File: src/rtl/psram_init_seq_if.sv
// Handshake bundle between the PSRAM init sequencer and the serial command shifter.
`timescale 1ns/1ps
interface psram_init_seq_if;
  logic       reinit;
  logic       ready;
  logic [7:0] command;
  logic       strobe;
  logic       init_done;
  logic       qpi_mode;
  logic       error;

  modport master (
    input  reinit, ready,
    output command, strobe, init_done, qpi_mode, error
  );

  modport slave (
    output reinit, ready,
    input  command, strobe, init_done, qpi_mode, error
  );
endinterface

File: src/rtl/psram_init_seq.sv
// PSRAM power-up sequencer: power-up wait, then RSTEN/RST[/QPI-enter] over the shifter handshake.
// Macro PSRAM_INIT_QPI_EN adds the 0x35 QPI-enter command and drives qpi_mode.
`timescale 1ns/1ps
module psram_init_seq #(
  parameter int POWERUP_CYCLES = 30000,
  parameter int GAP_CYCLES     = 4,
  parameter int BUSY_TIMEOUT   = 4
) (
  input logic              clk,
  input logic              rst,
  psram_init_seq_if.master bus
);

`ifdef PSRAM_INIT_QPI_EN
  localparam int NCMD = 3;
`else
  localparam int NCMD = 2;
`endif

  localparam int MAX_PG  = (POWERUP_CYCLES > GAP_CYCLES) ? POWERUP_CYCLES : GAP_CYCLES;
  localparam int CNT_MAX = (MAX_PG > BUSY_TIMEOUT) ? MAX_PG : BUSY_TIMEOUT;
  localparam int CNT_W   = (CNT_MAX < 1) ? 1 : $clog2(CNT_MAX + 1);

  localparam logic [CNT_W-1:0] PU_C  = CNT_W'(POWERUP_CYCLES);
  localparam logic [CNT_W-1:0] GAP_C = CNT_W'(GAP_CYCLES);
  localparam logic [CNT_W-1:0] BT_C  = CNT_W'(BUSY_TIMEOUT);
  localparam logic [1:0]       LAST_IDX = 2'(NCMD - 1);

  typedef enum logic [2:0] {
    ST_POWERUP, ST_ISSUE, ST_WAIT_BUSY, ST_WAIT_DONE, ST_GAP, ST_DONE, ST_ERROR
  } state_e;

  state_e           state_q, state_d;
  logic [CNT_W-1:0] cnt_q, cnt_d, cnt_inc;
  logic [1:0]       idx_q, idx_d;
  logic [7:0]       cmd_q, cmd_d;
  logic             strobe_q, strobe_d;
  logic             done_q, done_d;
  logic             qpi_q, qpi_d;
  logic             err_q, err_d;

  function automatic logic [7:0] cmd_byte(input logic [1:0] idx);
    case (idx)
      2'd0:    cmd_byte = 8'h66;
      2'd1:    cmd_byte = 8'h99;
      default: cmd_byte = 8'h35;
    endcase
  endfunction

  // Saturating so a long wait can never wrap back onto a compare value.
  assign cnt_inc = (cnt_q == {CNT_W{1'b1}}) ? cnt_q : cnt_q + CNT_W'(1);

  always_ff @(posedge clk or posedge rst) begin
    if (rst) begin
      state_q  <= ST_POWERUP;
      cnt_q    <= '0;
      idx_q    <= '0;
      cmd_q    <= 8'h00;
      strobe_q <= 1'b0;
      done_q   <= 1'b0;
      qpi_q    <= 1'b0;
      err_q    <= 1'b0;
    end else begin
      state_q  <= state_d;
      cnt_q    <= cnt_d;
      idx_q    <= idx_d;
      cmd_q    <= cmd_d;
      strobe_q <= strobe_d;
      done_q   <= done_d;
      qpi_q    <= qpi_d;
      err_q    <= err_d;
    end
  end

  always_comb begin
    state_d = state_q;
    case (state_q)
      ST_POWERUP:   if (cnt_q == PU_C) state_d = ST_ISSUE;
      ST_ISSUE:     if (bus.ready) state_d = ST_WAIT_BUSY;
      ST_WAIT_BUSY: begin
        if (!bus.ready)           state_d = ST_WAIT_DONE;
        else if (cnt_inc == BT_C) state_d = ST_ERROR;
      end
      ST_WAIT_DONE: if (bus.ready) state_d = ST_GAP;
      ST_GAP:       if (cnt_q == GAP_C) state_d = (idx_q == LAST_IDX) ? ST_DONE : ST_ISSUE;
      ST_DONE,
      ST_ERROR:     if (bus.reinit) state_d = ST_ISSUE;
      default:      state_d = ST_POWERUP;
    endcase
  end

  always_comb begin
    cnt_d    = cnt_q;
    idx_d    = idx_q;
    cmd_d    = cmd_q;
    strobe_d = 1'b0;
    done_d   = done_q;
    qpi_d    = qpi_q;
    err_d    = err_q;
    case (state_q)
      ST_POWERUP: cnt_d = (cnt_q == PU_C) ? '0 : cnt_inc;
      ST_ISSUE: begin
        if (bus.ready) begin
          cmd_d    = cmd_byte(idx_q);
          strobe_d = 1'b1;
          cnt_d    = '0;
        end
      end
      ST_WAIT_BUSY: begin
        cnt_d = cnt_inc;
        if (bus.ready && cnt_inc == BT_C) err_d = 1'b1;
      end
      ST_WAIT_DONE: if (bus.ready) cnt_d = '0;
      ST_GAP: begin
        if (cnt_q == GAP_C) begin
          cnt_d = '0;
          if (idx_q == LAST_IDX) begin
            done_d = 1'b1;
            qpi_d  = (cmd_q == 8'h35);
          end else begin
            idx_d = idx_q + 2'd1;
          end
        end else begin
          cnt_d = cnt_inc;
        end
      end
      ST_DONE: begin
        if (bus.reinit) begin
          done_d = 1'b0;
          qpi_d  = 1'b0;
          idx_d  = '0;
          cnt_d  = '0;
        end
      end
      ST_ERROR: begin
        if (bus.reinit) begin
          err_d = 1'b0;
          idx_d = '0;
          cnt_d = '0;
        end
      end
      default: ;
    endcase
  end

  assign bus.command   = cmd_q;
  assign bus.strobe    = strobe_q;
  assign bus.init_done = done_q;
  assign bus.error     = err_q;
`ifdef PSRAM_INIT_QPI_EN
  assign bus.qpi_mode  = qpi_q;
`else
  assign bus.qpi_mode  = 1'b0;
`endif

endmodule
File: src/flat_wrapper.sv
// flat-port wrapper written by rule: the top's interface ports become plain ports
module psram_init_seq_flat 
#(
  parameter int POWERUP_CYCLES = 30000,
  parameter int GAP_CYCLES     = 4,
  parameter int BUSY_TIMEOUT   = 4
)
  (clk, rst, bus_reinit, bus_ready, bus_command, bus_strobe, bus_init_done, bus_qpi_mode, bus_error);
  psram_init_seq_if bus_i ();
  input logic clk;
  input logic rst;
  input wire logic [$bits(bus_i.reinit)-1:0] bus_reinit;
  input wire logic [$bits(bus_i.ready)-1:0] bus_ready;
  output wire logic [$bits(bus_i.command)-1:0] bus_command;
  output wire logic [$bits(bus_i.strobe)-1:0] bus_strobe;
  output wire logic [$bits(bus_i.init_done)-1:0] bus_init_done;
  output wire logic [$bits(bus_i.qpi_mode)-1:0] bus_qpi_mode;
  output wire logic [$bits(bus_i.error)-1:0] bus_error;
  assign bus_i.reinit = bus_reinit;
  assign bus_i.ready = bus_ready;
  assign bus_command = bus_i.command;
  assign bus_strobe = bus_i.strobe;
  assign bus_init_done = bus_i.init_done;
  assign bus_qpi_mode = bus_i.qpi_mode;
  assign bus_error = bus_i.error;
  psram_init_seq #(.POWERUP_CYCLES(POWERUP_CYCLES), .GAP_CYCLES(GAP_CYCLES), .BUSY_TIMEOUT(BUSY_TIMEOUT)) u_core (.clk(clk), .rst(rst), .bus(bus_i));
endmodule
File: config.mk
export PLATFORM = sky130hd
export DESIGN_NAME = psram_init_seq_flat
export DESIGN_NICKNAME = d
export VERILOG_FILES = /design/src/rtl/psram_init_seq_if.sv /design/src/rtl/psram_init_seq.sv /design/src/flat_wrapper.sv
export SDC_FILE = /design/constraint.sdc
export NUM_CORES = 1
export LEC_CHECK = 0
export CAP_MARGIN = 20
export CORE_MARGIN = 2
export CORE_UTILIZATION = 50
export CTS_BUF_LIST = sky130_fd_sc_hd__clkbuf_4
export CTS_CLUSTER_SIZE = 40
export DETAILED_ROUTE_END_ITERATION = 12
export PLACE_DENSITY = 0.77
export SLEW_MARGIN = 10
export SYNTH_ARGS = -nofsm -noshare
export SYNTH_HDL_FRONTEND = slang
export SYNTH_SLANG_ARGS = --single-unit
File: constraint.sdc
create_clock -name clk -period 3.7 [get_ports clk]
set_input_delay 0.74 -clock clk [delete_from_list [all_inputs] [get_ports clk]]
set_output_delay 0.74 -clock clk [all_outputs]
set_load 0.02 [all_outputs]
==> results of run 1 <==
[state kept, by name (all words and copies together), names as in the netlist]
register and flops:
u_core.bus.strobe 1, u_core.idx_q 2, u_core.bus.init_done 1, u_core.cnt_q 15, u_core.bus.command 4, u_core.bus.error 1, u_core.state_q 3
[worst reg2reg max path, stage by stage (launching register included)]
cell	delay [ns]
dfrtp_1	0.48
ha_1	0.30
and3_1	0.45
nand4_2	0.34
nand3_1	0.21
nor3b_1	0.21
o31ai_1	0.12
o41ai_1	0.36
[cell type report]
class                      instances  area, sq um
clock buffer                       3         22.5
clock inverter                     1         8.76
fill                             316         1630
inverter                          11         41.3
multi-input combinational        151         1000
sequential                        27          676
tap                               48         60.1
timing repair buffer              16          163
[cell usage after synthesis (2+ instances only)]
cell type,count,share of area
a22o_1,3,0.014
dfrtp_1,27,0.37
a31o_2,2,0.0095
nor4b_1,2,0.0095
nand3_1,11,0.030
a31oi_1,5,0.017
and4_1,5,0.024
a21oi_1,19,0.051
and4_4,2,0.012
nand4_1,4,0.014
clkbuf_1,4,0.0081
nor2_1,18,0.037
o21a_1,3,0.012
a2111oi_0,2,0.0095
buf_2,4,0.011
o41ai_1,3,0.014
and2_1,2,0.0068
buf_4,7,0.028
and3_1,2,0.0068
xnor2_1,3,0.014
inv_1,11,0.022
o31ai_1,2,0.0081
o21ai_0,12,0.033
or3_1,2,0.0068
buf_6,2,0.012
nor3_1,6,0.016
mux2_2,2,0.012
nand2_1,12,0.024
ha_1,6,0.041
[cells by family after synthesis]
logic type | Yosys count | synth area share
adder cells (fa/ha/maj) | 6 | 0.0406
other | 1 | 0.00203
XOR/XNOR | 4 | 0.0190
AO/OA/AOI/OAI | 63 | 0.236
flip-flops | 27 | 0.366
buffers and inverters | 30 | 0.0921
multiplexers | 3 | 0.0176
AND/OR/NAND/NOR | 74 | 0.227
[metal layers]
metal | vias up | part of all wire | track usage
met5 | - | 0 | 0
met4 | 0 | 0 | 0.0638
met3 | 0 | 0.053 | 0.0191
met2 | 49 | 0.47 | 0.323
met1 | 769 | 0.47 | 0.297
li1 | 770 | - | -
[stage by stage]
step	util	setup WS, ns	cell area, sq um	hold slack (ns)
3_5_place_dp	0.534	1.10	1930	0.499
5_1_grt	0.547	0.903	1970	0.565
6_report	0.547	1.13	1970	0.522
2_1_floorplan	-	1.59	1850	0.498
4_1_cts	0.543	1.17	1960	0.536
3_3_place_gp	0.534	1.13	1930	0.494
[report_power, final]
| group | total [mW] | leakage, nW | switching [mW] | internal (mW) |
|---|---|---|---|---|
| clock network | 0.138 | 0.0183 | 0.0944 | 0.0441 |
| logic | 0.613 | 0.464 | 0.345 | 0.268 |
| registers | 0.479 | 0.354 | 0.111 | 0.367 |
[final timing paths]
kind,startpoint,to,slack [ns],cells after the start
setup reg to reg,u_core.cnt_q[0]$_DFFE_PP0P_,u_core.bus.error$_DFFE_PP0P_,1.13,7
hold reg to reg,u_core.bus.init_done$_DFFE_PP0P_,u_core.bus.init_done$_DFFE_PP0P_,0.52,1
min in group asynchronous,rst,u_core.bus.strobe$_DFF_PP0_,0.78,2
hold / removal,u_core.bus.init_done$_DFFE_PP0P_,u_core.bus.init_done$_DFFE_PP0P_,0.52,1
max in group asynchronous,rst,u_core.cnt_q[9]$_DFFE_PP0P_,2.40,3
setup / recovery,u_core.cnt_q[0]$_DFFE_PP0P_,u_core.bus.error$_DFFE_PP0P_,1.13,7
==> reports/qor.csv, run 1 <==
stage,metric,value,unit
outcome,outcome,completed,
placed_design,PortBufs,14,
global_routing,vias in the first global route,1407,
global_routing,initial antenna violation count,0,
setup_path,type of origin of the critical path,register,
timing,final setup violation count,0,
floorplan,Starting Density,0.512,
floorplan,IO Pins,16,
clock_network,clk slew on worst S/H paths,0.16,ns
routing,Vias/cell,6.18,
timing,Fin. Hold Viols,0,
logic_synthesis,Main synth FF type,dfrtp_1,
clock_network,clk buf depth,2,
setup_path,"Max stage delay cell, worst path",dfrtp_1,
final_layout,share of cells above drive strength 1,0.100,
final_layout,"commonest cells after routing, fill and taps aside","dfrtp_1, a21oi_1, nor2_1, clkdlybuf4s50_1",
clock_network,Num CTS Buffers,3,
routing,via count,1588,
setup_path,CP max stage delay,0.48,ns
floorplan,Site Rows,22,
floorplan,Die W,64.8,microns
logic_synthesis,"EDFF count, synth",0,
clock_network,clk sink count,27,
setup_path,CP top delay family,simple AND/OR/NAND/NOR gates,
clock_network,Worst-Skew Late Latency,0.33,ns
timing,Worst-Margin Slew,0.672,ns
final_layout,fin nets,220,
timing,Tmin final,2.57,ns
global_routing,global route total overflow,0,
setup_path,worst-path cell chain,"ha_1, and3_1, nand4_2, nand3_1, nor3b_1, o31ai_1, o41ai_1",
timing,max frequency,389,MHz
logic_synthesis,post-synthesis sequential area ratio,0.366,
job,max cap viols,0,
setup_path,crit path max fanout,10,
timing,max_slew headroom,0.551,
final_layout,post-route insts no fill,257,
setup_path,Worst Path Buf+Inv,0,
timing,crit share post-route,0.695,
timing,final slew viol count,0,
pwr,Pwr Total,1.23,mW
placed_design,dpl hpwl,2750,microns
timing,RSZ-0062 raised after global routing,no,
final_layout,"commonest non-fill, non-tap cell in the layout",dfrtp_1,
logic_synthesis,Mapped Area,1850,sq um
clock_network,CTS H-tree depth,1,
routing,DRC,0,
placed_design,gpl congestion,0.889,
global_routing,largest net degree at the start of global routing,28,
final_layout,# diodes,0,
logic_synthesis,Synthesized Nets,218,
routing,routed wire length,3900,microns
clock_network,postcts setup bufs,0,
routing,DRT iter0 DRCs,87,
floorplan,Core Area,3610,sq um
clock_network,CTS tree,built,
setup_path,critical path class,register to register,
pwr,pwr/cell area,624,nW/um^2
setup_path,CP endpoint kind,register,
logic_synthesis,Cells after Synth,208,
clock_network,hold_buf cts,0,
timing,setup_tns,0,ns
clock_network,# resized after CTS,0,
floorplan,die height,64.8,microns
worst_hold_path,Hold WC Path Type,register to register,
logic_synthesis,synthesized flop and latch total,27,
timing,Setup Skew,0.00806,ns
routing,WL/cell,15.2,microns
routing,post-route antenna net violation count,0,
logic_synthesis,Cell variety after synth,54,
clock_network,Root Driver,clkbuf_4,
placed_design,Inst Count DP,252,
final_layout,"Area growth, synth to finish",6.78,%
logic_synthesis,Synth async-reset ratio,1.00,
global_routing,first-pass GRT wire length,6820,microns
setup_path,CP Data Arrival Time,2.81,ns
pwr,Leak Pwr,0.836,nW
logic_synthesis,average size of a mapped cell,8.88,sq um
routing,DR pass1 iterations,4,
floorplan,die area,4200,sq um
setup_path,CP Data Required Time,3.94,ns
pwr,peak supply drop,0.000351,V
global_routing,Total GRT Usage,0.205,
logic_synthesis,Syn. warnings,0,
No activity file was read; power rests on OpenSTA's default activity.
==> inputs of run 2 (changes only) <==
Settings changed: PLACE_DENSITY 0.77 to 0.79.
Clock period 3.7 ns to 2.1 ns, I/O delays scaled along.
==> run 2 against run 1 <==
Effect of this change:
- the run now ends with negative setup slack left
- sequential power up 66%
- final area up 26%
- first-iteration DRC count up 41%
- die area unchanged
- clock skew down 0.0047 ns
- fmax up 16%
- global-route usage up 5.8 points
- cell count up 19%
- critical path type unchanged
- critical endpoint unchanged
- largest cell class unchanged
==> reports/qor.csv, run 2 (same netlist as run 1, synthesis figures left out) <==
stage,metric,value,unit
timing,Fin. Hold Viols,0,
setup_path,r2r setup slk,-0.13,ns
global_routing,initial antenna violation count,0,
final_layout,cell area after layout,2490,sq um
timing,setup_tns,-0.300,ns
placed_design,dpl hpwl,3430,microns
setup_path,type of origin of the critical path,register,
setup_path,CP Data Required Time,2.36,ns
global_routing,global route total overflow,0,
global_routing,Total GRT Usage,0.263,
floorplan,Starting Density,0.512,
routing,DR pass1 iterations,4,
setup_path,Reg2Reg Depth,8,
floorplan,Core Area,3610,sq um
placed_design,pre-CTS WS,-0.457,ns
placed_design,gpl congestion,0.941,
final_layout,Final Util,0.690,
clock_network,clk slew on worst S/H paths,0.16,ns
setup_path,Setup crit end,u_core.bus.error$_DFFE_PP0P_,
final_layout,Largest Register,u_core.cnt_q,
clock_network,clk buf depth,2,
routing,routed wire length,5430,microns
timing,Tmin final,2.23,ns
final_layout,Largest register FFs,15,
final_layout,"commonest non-fill, non-tap cell in the layout",buf_4,
final_layout,"Area growth, synth to finish",34.7,%
pwr,internal cell power,1.55,mW
final_layout,fin nets,268,
outcome,outcome,finished with violations,
pwr,pwr/cell area,1100,nW/um^2
routing,DRT iter0 DRCs,123,
pwr,Clk pwr share,0.093,
pwr,logic gate share of total power,0.616,
setup_path,worst-path cell chain,"buf_6, ha_2, and3_4, nand2_4, a31oi_4, a21oi_2, or4_4, o41ai_4",
final_layout,"commonest cells after routing, fill and taps aside","buf_4, dfrtp_1, nor2_1, a21oi_1, clkdlybuf4s50_1",
placed_design,Placed Area,2240,sq um
routing,DRC,0,
timing,final slew viol count,0,
setup_path,critical path class,register to register,
timing,Final WS setup,-0.125,ns
final_layout,# diodes,0,
setup_path,CP top delay family,simple AND/OR/NAND/NOR gates,
clock_network,Root Driver,clkbuf_4,
pwr,Leak Pwr,1.12,nW
global_routing,largest net degree at the start of global routing,28,
setup_path,CP max stage delay,0.55,ns
routing,post-route antenna net violation count,0,
global_routing,first-pass GRT wire length,8670,microns
timing,crit share post-route,1.06,
worst_hold_path,Hold WC Path Type,primary input to asynchronous set/reset pin,
setup_path,CP endpoint kind,register,
timing,final setup violation count,3,
global_routing,vias in the first global route,1761,
clock_network,CTS H-tree depth,1,
setup_path,R2R Path Start,u_core.cnt_q[0]$_DFFE_PP0P_,
setup_path,Crit path depth,8,
outcome,failing checks,negative setup slack,
pwr,Psw,1.19,mW
floorplan,die area,4200,sq um
pwr,Sequential Power Share,0.291,
floorplan,die height,64.8,microns
final_layout,fillers,253,
setup_path,crit path max fanout,4,
floorplan,IO Pins,16,
routing,WL/cell,17.8,microns
timing,Setup Skew,0.00333,ns
timing,max frequency,449,MHz
setup_path,CP Data Arrival Time,2.48,ns
pwr,peak supply drop,0.000623,V
final_layout,share of cells above drive strength 1,0.327,
setup_path,"Max stage delay cell, worst path",or4_4,
setup_path,worst r2r dst,u_core.bus.error$_DFFE_PP0P_,
setup_path,Worst Path Buf+Inv,1,
clock_network,clk sink count,27,
clock_network,Worst-Skew Late Latency,0.34,ns
timing,RSZ-0062 raised after global routing,yes,
routing,Vias/cell,6.09,
pwr,Pwr Total,2.74,mW
routing,via count,1858,
floorplan,Die W,64.8,microns
floorplan,Site Rows,22,
clock_network,Num CTS Buffers,3,
placed_design,PortBufs,14,
pwr,sw frac,0.434,
job,max cap viols,0,
setup_path,crit path from,u_core.cnt_q[0]$_DFFE_PP0P_,
clock_network,CTS tree,built,
run 2: changes by cell type in the layout (fill, tap and decap cells not counted), sizes merged:
cell,change
buf,+48
run 2: through the flow:
step / hold WS (ns) / instances
5_1_grt: 0.424 / 305
3_5_place_dp: 0.495 / 293
4_1_cts: 0.424 / 303
6_report: 0.415 / 305
2_1_floorplan: 0.473 / 208
3_3_place_gp: 0.488 / 293
run 2: worst min-delay path by stage:
stage / end / startpoint / slack, ns
finish: u_core.bus.command[5]$_DFFE_PP0P_ / rst / 0.41
global placement: u_core.bus.init_done$_DFFE_PP0P_ / u_core.bus.init_done$_DFFE_PP0P_ / 0.49
global route: u_core.bus.command[5]$_DFFE_PP0P_ / rst / 0.42
floorplan: u_core.bus.command[3]$_DFFE_PP0P_ / rst / 0.47
detailed placement: u_core.bus.init_done$_DFFE_PP0P_ / u_core.bus.init_done$_DFFE_PP0P_ / 0.49
CTS: u_core.bus.command[4]$_DFFE_PP0P_ / rst / 0.42
run 2: power by group through the flow:
stage | Clock (mW) | Combinational, mW | Sequential, mW
final | 0.256 | 1.69 | 0.796
after global routing | 0.281 | 1.82 | 0.816
after CTS | 0.256 | 1.56 | 0.787
after detailed placement | 0 | 1.33 | 0.785
after global placement | 0 | 1.29 | 0.785
after floorplan | 0 | 0.825 | 0.819
run 2: worst reg2reg max path, cell delays in order, from the launching register on:
cell	delay, ns
dfrtp_1	0.41
buf_6	0.12
ha_2	0.17
and3_4	0.21
nand2_4	0.06
a31oi_4	0.17
a21oi_2	0.08
or4_4	0.55
o41ai_4	0.36
run 2: routing by layer:
| metal | up-vias | share of wire | global-route usage | wire, microns |
|---|---|---|---|---|
| met1 | 896 | 0.41 | 0.341 | 2220 |
| li1 | 870 | - | - | - |
| met3 | 15 | 0.052 | 0.0365 | 284 |
| met4 | 0 | 0.024 | 0.0904 | 133 |
| met2 | 77 | 0.51 | 0.448 | 2790 |
| met5 | - | 0 | 0 | 0 |
run 2: layout make-up:
| class | instances | area, sq um | share of cell area |
|---|---|---|---|
| Sequential cell | 27 | 676 | 0.272 |
| Timing Repair Buffer | 64 | 544 | 0.219 |
| Inverter | 11 | 41.3 | 0.0166 |
| Multi-Input combinational cell | 151 | 1130 | 0.456 |
| Clock buffer | 3 | 22.5 | 0.00905 |
| Tap cell | 48 | 60.1 | 0.0241 |
| Clock inverter | 1 | 8.76 | 0.00352 |
run 2: timing repair:
| item | CTS | global route |
|---|---|---|
| resized for setup | 16 | 9 |
| endpoints found under the setup margin | 15 | 13 |
| hold buffers | 0 | 0 |
| pin swaps | 9 | 3 |
| buffers inserted | 6 | 2 |
| endpoints found under the hold margin | 0 | 0 |
==> inputs of run 3 (changes only) <==
Settings changed: CAP_MARGIN 20 to not set, TNS_END_PERCENT set to 5.
==> run 3 against run 2 <==
Effect of this change:
- the run still ends with negative setup slack left
- first-iteration DRC count shrank 17%
- cell count shrank 2.0%
- clock power shrank 2%
- critical path type unchanged
- largest cell class unchanged
==> reports/qor.csv, run 3 (same netlist as run 1, synthesis figures left out) <==
stage,metric,value,unit
setup_path,CP endpoint kind,register,
setup_path,r2r setup slk,-0.15,ns
clock_network,CTS tree,built,
timing,Setup Skew,0.00846,ns
pwr,peak supply drop,0.000611,V
floorplan,Site Rows,22,
final_layout,fillers,272,
floorplan,IO Pins,16,
setup_path,CP Data Arrival Time,2.50,ns
global_routing,initial antenna violation count,0,
placed_design,dpl hpwl,3430,microns
global_routing,vias in the first global route,1759,
routing,via count,1854,
global_routing,global route total overflow,0,
pwr,pwr/cell area,1090,nW/um^2
floorplan,Die W,64.8,microns
routing,DRT iter0 DRCs,102,
setup_path,"Max stage delay cell, worst path",dfrtp_1,
final_layout,fin nets,262,
outcome,failing checks,negative setup slack,
timing,crit share post-route,1.07,
setup_path,worst r2r dst,u_core.state_q[2]$_DFFE_PP0P_,
timing,RSZ-0062 raised after global routing,yes,
clock_network,CTS H-tree depth,1,
final_layout,area of the multi-input gates,1100,sq um
job,max cap viols,0,
timing,setup_tns,-0.258,ns
placed_design,PortBufs,14,
final_layout,Largest register FFs,15,
setup_path,worst-path cell chain,"buf_4, ha_2, and3_4, buf_4, nand4_1, mux2i_1, o211a_1, o31ai_2, o41ai_1",
routing,DR pass1 iterations,5,
setup_path,CP Data Required Time,2.36,ns
floorplan,die area,4200,sq um
setup_path,CP top delay family,compound AO/OA/AOI/OAI gates,
setup_path,critical path class,register to register,
floorplan,die height,64.8,microns
setup_path,Reg2Reg Depth,9,
routing,WL/cell,17.2,microns
setup_path,Worst Path Buf+Inv,2,
global_routing,Total GRT Usage,0.251,
timing,max frequency,445,MHz
setup_path,Most common cell on crit path,buf_4,
timing,final setup violation count,2,
routing,routed wire length,5130,microns
setup_path,type of origin of the critical path,register,
floorplan,Core Area,3610,sq um
timing,Fin. Hold Viols,0,
global_routing,first-pass GRT wire length,8330,microns
clock_network,Num CTS Buffers,3,
routing,post-route antenna net violation count,0,
final_layout,"commonest cells after routing, fill and taps aside","buf_4, dfrtp_1, nor2_1, a21oi_1, clkdlybuf4s50_1",
worst_hold_path,Hold WC Path Type,primary input to asynchronous set/reset pin,
routing,DRC,0,
final_layout,cell area after layout,2400,sq um
clock_network,Worst-Skew Late Latency,0.34,ns
final_layout,# diodes,0,
clock_network,Root Driver,clkbuf_4,
final_layout,share of cells above drive strength 1,0.299,
placed_design,gpl congestion,0.941,
pwr,Pwr Total,2.62,mW
final_layout,Largest Register,u_core.cnt_q,
clock_network,hold_buf cts,0,
timing,Tmin final,2.25,ns
placed_design,Placed Area,2240,sq um
routing,Vias/cell,6.20,
global_routing,largest net degree at the start of global routing,28,
setup_path,crit path max fanout,8,
setup_path,R2R Path Start,u_core.cnt_q[0]$_DFFE_PP0P_,
pwr,Leak Pwr,1.08,nW
final_layout,Reg area,676,sq um
clock_network,clk slew on worst S/H paths,0.16,ns
setup_path,CP max stage delay,0.41,ns
final_layout,"commonest non-fill, non-tap cell in the layout",buf_4,
timing,Final WS setup,-0.146,ns
clock_network,clk buf depth,2,
clock_network,clk sink count,27,
timing,final slew viol count,0,
outcome,outcome,finished with violations,
floorplan,Starting Density,0.512,
final_layout,"Area growth, synth to finish",30.0,%
==> run 3: worst max-delay path by stage <==
stage / from / to / depth (start not counted)
after floorplan: u_core.cnt_q[0]$_DFFE_PP0P_ / u_core.bus.error$_DFFE_PP0P_ / 8
after global placement: u_core.cnt_q[0]$_DFFE_PP0P_ / u_core.cnt_q[5]$_DFFE_PP0P_ / 8
after detailed placement: u_core.cnt_q[0]$_DFFE_PP0P_ / u_core.cnt_q[5]$_DFFE_PP0P_ / 8
after CTS: u_core.cnt_q[0]$_DFFE_PP0P_ / u_core.bus.error$_DFFE_PP0P_ / 7
after global routing: u_core.cnt_q[0]$_DFFE_PP0P_ / u_core.state_q[2]$_DFFE_PP0P_ / 9
final: u_core.cnt_q[0]$_DFFE_PP0P_ / u_core.state_q[2]$_DFFE_PP0P_ / 9
==> run 3: stage by stage <==
| stage | std cells | setup slack, ns | utilization | hold slack (ns) |
|---|---|---|---|---|
| 3_5_place_dp | 293 | -0.457 | 0.620 | 0.495 |
| 2_1_floorplan | 208 | 0.0149 | - | 0.473 |
| 5_1_grt | 299 | -0.221 | 0.666 | 0.424 |
| 4_1_cts | 299 | -0.109 | 0.653 | 0.424 |
| 3_3_place_gp | 293 | -0.300 | 0.620 | 0.488 |
| 6_report | 299 | -0.146 | 0.666 | 0.414 |
==> run 3: area by class of cell <==
cell class / count / area share
timing repair buffer: 58 / 0.206
sequential: 27 / 0.281
clock buffer: 3 / 0.00938
clock inverter: 1 / 0.00365
tap: 48 / 0.0250
multi-input combinational: 151 / 0.457
inverter: 11 / 0.0172
==> run 3: report_power, final <==
part | leakage [nW] | switching [mW] | internal [mW]
registers | 0.354 | 0.142 | 0.648
logic | 0.710 | 0.826 | 0.753
clock network | 0.0183 | 0.174 | 0.0781
total | 1.08 | 1.14 | 1.48
==> run 3: what timing repair did <==
action,4_1_cts,5_1_grt
gates resized for setup,9,8
setup buffers,2,0
setup endpoints to repair,15,14
pin swaps,5,2
==> run 3: worst min-delay path, stage by stage <==
cell	delay [ns]
clkdlybuf4s50_1	0.40
inv_1	0.05
buf_4	0.32
==> run 3: routing by layer <==
layer  wire, microns  global-route usage  vias up  share of wire
met1            2070               0.327      897           0.40
met3             303              0.0330       21          0.059
met4             171               0.106        0          0.033
met5               0                   0        -              0
met2            2580               0.420       79           0.50
li1                -                   -      857              -
